==> config.mk <==
export PLATFORM = sky130hd
export DESIGN_NAME = flag_branch_resolver_flat
export DESIGN_NICKNAME = d
export VERILOG_FILES = /design/src/rtl/flag_branch_resolver_if.sv /design/src/rtl/flag_branch_resolver.sv /design/src/flat_wrapper.sv
export SDC_FILE = /design/constraint.sdc
export NUM_CORES = 1
export LEC_CHECK = 0
export ABC_CLOCK_PERIOD_IN_PS = 5000
export BUFFER_PORTS_ARGS = -buffer_cell sky130_fd_sc_hd__buf_2
export CAP_MARGIN = 20
export CORE_MARGIN = 5
export CORE_UTILIZATION = 43
export DETAILED_ROUTE_END_ITERATION = 12
export PLACE_DENSITY = 0.9
export SLEW_MARGIN = 20
export SYNTH_ARGS = -nofsm -noshare
export SYNTH_HDL_FRONTEND = slang
export SYNTH_SLANG_ARGS = --single-unit
==> constraint.sdc <==
create_clock -name clk -period 5 [get_ports clk]
set_clock_uncertainty 0.15 [all_clocks]
set_input_delay 0.25 -clock clk [delete_from_list [all_inputs] [get_ports clk]]
set_output_delay 0.25 -clock clk [all_outputs]
set_load 0.02 [all_outputs]
==> src/rtl/flag_branch_resolver_if.sv <==
// flag_branch_resolver_if: pipeline, branch and flag signals shared between ID/EX/WB and the resolver
interface flag_branch_resolver_if #(parameter int DATA_W = 16) ();
    logic              ex_issue;
    logic              ex_set_flags;
    logic              wb_flag_valid;
    logic [3:0]        wb_flags;
    logic              br_req;
    logic [1:0]        br_type;
    logic [3:0]        br_cond;
    logic [DATA_W-1:0] br_operand;
    logic              flush;
    logic              id_stall;
    logic              br_done;
    logic              br_taken;
    logic [3:0]        flags_q;
    logic              pend_err;
    logic [15:0]       taken_cnt;
    logic [15:0]       stall_cnt;
    modport slave (
        input  ex_issue, ex_set_flags, wb_flag_valid, wb_flags,
        input  br_req, br_type, br_cond, br_operand, flush,
        output id_stall, br_done, br_taken, flags_q, pend_err, taken_cnt, stall_cnt
    );
    modport master (
        output ex_issue, ex_set_flags, wb_flag_valid, wb_flags,
        output br_req, br_type, br_cond, br_operand, flush,
        input  id_stall, br_done, br_taken, flags_q, pend_err, taken_cnt, stall_cnt
    );
endinterface

==> src/rtl/flag_branch_resolver.sv <==
// flag_branch_resolver: holds architectural NZCV, tracks in-flight flag writers, resolves ID-stage branches.
// Define BR_STATS_EN to build saturating taken/stall counters; otherwise those outputs read 0.
module flag_branch_resolver #(
    parameter int DATA_W = 16,
    parameter int PEND_W = 2
) (
    input logic clk,
    input logic reset,
    flag_branch_resolver_if.slave bus
);
    typedef enum logic {IDLE, WAIT} state_t;
    localparam logic [PEND_W-1:0] PEND_MAX = '1;
    state_t            state_q, state_d;
    logic [PEND_W-1:0] pend_q, pend_d;
    logic [3:0]        nzcv_q, nzcv_d;
    logic              done_q, done_d;
    logic              taken_q, taken_d;
    logic              err_q, err_d;
    logic              set, fwd, ready, cond_ok, taken, accept, stall;
    logic [3:0]        eval_flags;
    function automatic logic cond_eval(input logic [3:0] c, input logic [3:0] f);
        logic n, z, cy, v;
        n  = f[3];
        z  = f[2];
        cy = f[1];
        v  = f[0];
        case (c)
            4'b0000: return z;
            4'b0001: return !z;
            4'b0010: return cy;
            4'b0011: return !cy;
            4'b0100: return n;
            4'b0101: return !n;
            4'b0110: return v;
            4'b0111: return !v;
            4'b1000: return cy & !z;
            4'b1001: return !cy | z;
            4'b1010: return n == v;
            4'b1011: return n != v;
            4'b1100: return !z & (n == v);
            4'b1101: return z | (n != v);
            default: return 1'b1;
        endcase
    endfunction
    // Flag readiness with writeback forwarding, branch outcome, acceptance and next state
    always_comb begin
        set        = bus.ex_issue & bus.ex_set_flags;
        fwd        = (pend_q == PEND_W'(1)) & bus.wb_flag_valid & !set;
        ready      = (pend_q == '0) | fwd;
        eval_flags = fwd ? bus.wb_flags : nzcv_q;
        cond_ok    = cond_eval(bus.br_cond, eval_flags);
        taken      = bus.br_type == 2'b00 ? 1'b1 :
                     bus.br_type == 2'b01 ? ~|bus.br_operand :
                     bus.br_type == 2'b10 ? |bus.br_operand : cond_ok;
        accept     = bus.br_req & !bus.flush & (ready | (state_q == IDLE & bus.br_type != 2'b11));
        stall      = bus.br_req & !accept;
        state_d    = (bus.br_req & !bus.flush & !accept) ? WAIT : IDLE;
        pend_d     = pend_q;
        err_d      = err_q;
        if (set & !bus.wb_flag_valid) begin
            pend_d = (pend_q == PEND_MAX) ? pend_q : pend_q + PEND_W'(1);
            err_d  = err_q | (pend_q == PEND_MAX);
        end else if (bus.wb_flag_valid & !set & (pend_q != '0)) begin
            pend_d = pend_q - PEND_W'(1);
        end
        nzcv_d     = bus.wb_flag_valid ? bus.wb_flags : nzcv_q;
        done_d     = accept;
        taken_d    = accept & taken;
    end
    // Resolver state, flag register, writer counter and registered branch result
    always_ff @(posedge clk) begin
        if (reset) begin
            state_q <= IDLE;
            pend_q  <= '0;
            nzcv_q  <= '0;
            done_q  <= 1'b0;
            taken_q <= 1'b0;
            err_q   <= 1'b0;
        end else begin
            state_q <= state_d;
            pend_q  <= pend_d;
            nzcv_q  <= nzcv_d;
            done_q  <= done_d;
            taken_q <= taken_d;
            err_q   <= err_d;
        end
    end
    assign bus.id_stall = stall;
    assign bus.br_done  = done_q;
    assign bus.br_taken = taken_q;
    assign bus.flags_q  = nzcv_q;
    assign bus.pend_err = err_q;
`ifdef BR_STATS_EN
    logic [15:0] taken_cnt_q, taken_cnt_d, stall_cnt_q, stall_cnt_d;
    // Saturating event counters
    always_comb begin
        taken_cnt_d = (done_q & taken_q & ~&taken_cnt_q) ? taken_cnt_q + 16'd1 : taken_cnt_q;
        stall_cnt_d = (stall & ~&stall_cnt_q) ? stall_cnt_q + 16'd1 : stall_cnt_q;
    end
    // Counter registers
    always_ff @(posedge clk) begin
        if (reset) begin
            taken_cnt_q <= '0;
            stall_cnt_q <= '0;
        end else begin
            taken_cnt_q <= taken_cnt_d;
            stall_cnt_q <= stall_cnt_d;
        end
    end
    assign bus.taken_cnt = taken_cnt_q;
    assign bus.stall_cnt = stall_cnt_q;
`else
    assign bus.taken_cnt = '0;
    assign bus.stall_cnt = '0;
`endif
endmodule

==> src/flat_wrapper.sv <==
// flat-port wrapper written by rule: the top's interface ports become plain ports
module flag_branch_resolver_flat 
#(
    parameter int DATA_W = 16,
    parameter int PEND_W = 2
)
  (clk, reset, bus_ex_issue, bus_ex_set_flags, bus_wb_flag_valid, bus_wb_flags, bus_br_req, bus_br_type, bus_br_cond, bus_br_operand, bus_flush, bus_id_stall, bus_br_done, bus_br_taken, bus_flags_q, bus_pend_err, bus_taken_cnt, bus_stall_cnt);
  flag_branch_resolver_if #(.DATA_W(DATA_W)) bus_i ();
  input logic clk;
  input logic reset;
  input wire logic [$bits(bus_i.ex_issue)-1:0] bus_ex_issue;
  input wire logic [$bits(bus_i.ex_set_flags)-1:0] bus_ex_set_flags;
  input wire logic [$bits(bus_i.wb_flag_valid)-1:0] bus_wb_flag_valid;
  input wire logic [$bits(bus_i.wb_flags)-1:0] bus_wb_flags;
  input wire logic [$bits(bus_i.br_req)-1:0] bus_br_req;
  input wire logic [$bits(bus_i.br_type)-1:0] bus_br_type;
  input wire logic [$bits(bus_i.br_cond)-1:0] bus_br_cond;
  input wire logic [$bits(bus_i.br_operand)-1:0] bus_br_operand;
  input wire logic [$bits(bus_i.flush)-1:0] bus_flush;
  output wire logic [$bits(bus_i.id_stall)-1:0] bus_id_stall;
  output wire logic [$bits(bus_i.br_done)-1:0] bus_br_done;
  output wire logic [$bits(bus_i.br_taken)-1:0] bus_br_taken;
  output wire logic [$bits(bus_i.flags_q)-1:0] bus_flags_q;
  output wire logic [$bits(bus_i.pend_err)-1:0] bus_pend_err;
  output wire logic [$bits(bus_i.taken_cnt)-1:0] bus_taken_cnt;
  output wire logic [$bits(bus_i.stall_cnt)-1:0] bus_stall_cnt;
  assign bus_i.ex_issue = bus_ex_issue;
  assign bus_i.ex_set_flags = bus_ex_set_flags;
  assign bus_i.wb_flag_valid = bus_wb_flag_valid;
  assign bus_i.wb_flags = bus_wb_flags;
  assign bus_i.br_req = bus_br_req;
  assign bus_i.br_type = bus_br_type;
  assign bus_i.br_cond = bus_br_cond;
  assign bus_i.br_operand = bus_br_operand;
  assign bus_i.flush = bus_flush;
  assign bus_id_stall = bus_i.id_stall;
  assign bus_br_done = bus_i.br_done;
  assign bus_br_taken = bus_i.br_taken;
  assign bus_flags_q = bus_i.flags_q;
  assign bus_pend_err = bus_i.pend_err;
  assign bus_taken_cnt = bus_i.taken_cnt;
  assign bus_stall_cnt = bus_i.stall_cnt;
  flag_branch_resolver #(.DATA_W(DATA_W), .PEND_W(PEND_W)) u_core (.clk(clk), .reset(reset), .bus(bus_i));
endmodule
==> impl_metrics.py <==
metrics = {
    "floorplanning": {
        "die-area_um2": 3333,
        "die_w_um": 57.73,
        "die_y_um": 57.73,
        "pin_count": 73,
        "rows": 17,
        "coreArea_um2": 2191,
        "initial_core_util": 0.4472,
    },
    "cts": {
        "htreeDepth": 1,
        "ctsHoldBuffers": 0,
        "cts_tree": "done",
        "cts_sinks": 10,
        "cts_buffer_depth": 2,
        "post_cts_buffers": 0,
        "numCtsBuffers": 3,
        "clk_pin_slew_ps": 70,
        "worstSkewPairLatency_ps": 270,
        "cts_resized": 0,
        "cts_root_buf": "clkbuf_4",
    },
    "timing": {
        "hold_viol": 0,
        "grt_setup_unrepaired": "false",
        "period_needed_ps": 2087,
        "fin_setup_tns_ps": 0,
        "finalSetupViolCount": 0,
        "drv_slew": 0,
        "clock.fmax_mhz": 479.2,
        "finalCritPeriodShare": 0.4173,
    },
    "logic_synthesis": {
        "synth_compound_area_frac": 0.1111,
        "async_reset_ff_frac": 0,
        "synth_fa_ha_area_frac": 0.03831,
        "syn_area_per_cell_um2": 8.030,
        "ys_seq_area_frac": 0.2043,
        "muxShareOfSynthArea": 0.1149,
        "synth_edf_count": 0,
        "yosys_register_bits": 10,
        "netlist_area_um2": 979.7,
        "syn_inst": 122,
        "synth-xor-area-share": 0.03576,
        "synth_top_family_by_area": "buffers and inverters",
        "yosys.area_share.simple": 0.2005,
        "yosys_most_used_dff": "dfxtp_1",
        "ys_warn_count": 0,
        "post_synth_num_cell_types": 32,
    },
    "detailed_routing": {
        "routedWlPerCell_um": 10.86,
        "first_pass_iters": 4,
        "num_vias": 877,
        "drc": 0,
        "vias_per_cell": 4.640,
        "finalWirelength_um": 2053,
        "drtAntennaViolNets": 0,
        "drt_iter0_drc": 16,
    },
    "worst_setup_path": {
        "path_buf_inv": 2,
        "startpoint_type": "flip-flop",
        "endpoint_kind": "output pin",
        "crit_path_max_fanout": 7,
        "critical_path_class": "flip-flop to output pin",
        "slowest_stage": "dfxtp_1",
        "crit_required_ps": 4600,
        "cp_data_arrival_time_ps": 1690,
        "max_stage_delay_ps": 350,
        "crit_family": "compound AO/OA/AOI/OAI gates",
        "path_cells": "inv_1 -> ha_1 -> and2_4 -> a211oi_1 -> o21a_1 -> buf_2",
    },
    "finish": {
        "final_common_cell": "buf_2",
        "finalCoreUtilization": 0.5009,
        "antenna_cells": 0,
        "layout-drive-gt1-share": 0.2857,
        "areaGrowthSynthToFinish_pct": 12.00,
        "finalNetCount": 198,
        "most-common-layout-cells": "buf_2, conb_1, nor2_1",
    },
    "global_route": {
        "overflow": 0,
        "grt_first_pass_wirelength_um": 3022,
        "grt_pass1_vias": 779,
        "track_usage": 0.1141,
        "grt_max_degree": 11,
        "antenna_found_initial": 0,
    },
    "placed_design": {
        "io_buffers": 40,
        "place_congestion": 0.7319,
        "dp_hpwl_um": 1829,
    },
    "power": {
        "total_power_mw": 0.2543,
        "leakagePower_nw": 0.5951,
        "power_density_nw_per_um2": 231.7,
        "ir_drop_v": 0.0001855,
    },
    "job": {
        "maxCapViolCount": 0,
    },
    "run_status": {
        "status": "complete, no violations",
    },
    "min_path": {
        "min-delay-path-class": "primary input to flip-flop",
    },
}
## cells in the mapped netlist (2+ instances only)
cell	number	area, um^2
a211oi_1	3	22.52
and2_1	2	12.51
nand2_1	4	15.01
a31oi_1	2	12.51
xor2_1	2	17.52
nand2b_1	2	12.51
xnor2_1	2	17.52
inv_1	4	15.01
nand4_1	2	12.51
o21ai_0	2	10.01
and3_1	3	18.77
a21oi_1	6	30.03
clkbuf_1	2	7.510
nor3_1	3	15.01
nor4_1	4	25.02
buf_4	32	240.2
ha_1	3	37.54
nor2_1	12	45.04
dfxtp_1	10	200.2
mux2i_1	9	90.09
buf_6	2	22.52
## path summary, 6_finish.rpt
check | start | end | slack (ps) | depth (start not counted)
worst max-delay path | u_core.pend_q[1] | bus_id_stall | 2910 | 6
worst min-delay path | bus_br_req | u_core.bus.br_done | 80 | 3
worst min register to register | u_core.bus.pend_err | u_core.bus.pend_err | 330 | 2
worst max register to register | u_core.pend_q[1] | u_core.bus.br_taken | 3170 | 7
## sequential cells by signal (all words and copies together), names as in the netlist
register / count
u_core.pend_q: 2
u_core.bus.br_taken: 1
u_core.bus.flags_q: 4
u_core.bus.br_done: 1
u_core.bus.pend_err: 1
u_core.state_q: 1
## cell type report
cell class	count	area (um^2)
inverter	4	15.01
tap	28	35.03
multi-input combinational	103	610.6
clock buffer	4	36.28
timing repair buffer	40	200.2
sequential	10	200.2
fill	218	1094
## logic make-up (layout without fill, tap and decap cells)
group	count (synthesis)	in the layout
buf+inv	40	48
simple gates	37	37
compound gates	17	17
mux	10	10
flops	10	10
xor+xnor	4	4
fa+ha+maj	3	3
other cells	1	32
## power breakdown
part | switching [mW] | total (mW) | internal [mW]
registers | 0.00454 | 0.0898 | 0.0853
logic | 0.0569 | 0.0909 | 0.0341
clock network | 0.0292 | 0.0735 | 0.0443
total | 0.0906 | 0.254 | 0.164
## routing by layer
layer / vias to the layer above / global-route usage / part of all wire
li1: 437 / - / -
met1: 386 / 0.1068 / 0.35
met3: 3 / 0.05791 / 0.16
met2: 51 / 0.2113 / 0.48
met4: 0 / 0.03974 / 0.0093
met5: - / 0 / 0
## stage by stage
stage | setup WS [ps] | std cells | hold slack [ps] | area [um^2]
2_1_floorplan | 3173 | 153 | 222.3 | 1096
3_3_place_gp | 3222 | 185 | 298.8 | 1061
3_5_place_dp | 3174 | 185 | 314.2 | 1061
4_1_cts | 2877 | 189 | 75.42 | 1097
5_1_grt | 2752 | 189 | 91.43 | 1097
6_report | 2913 | 189 | 77.49 | 1097
## worst min-delay path: stages
cell and delay [ps]:
buf_2 110, nand2_1 50, nor2_1 40
Power figures use the tool's default switching activity.
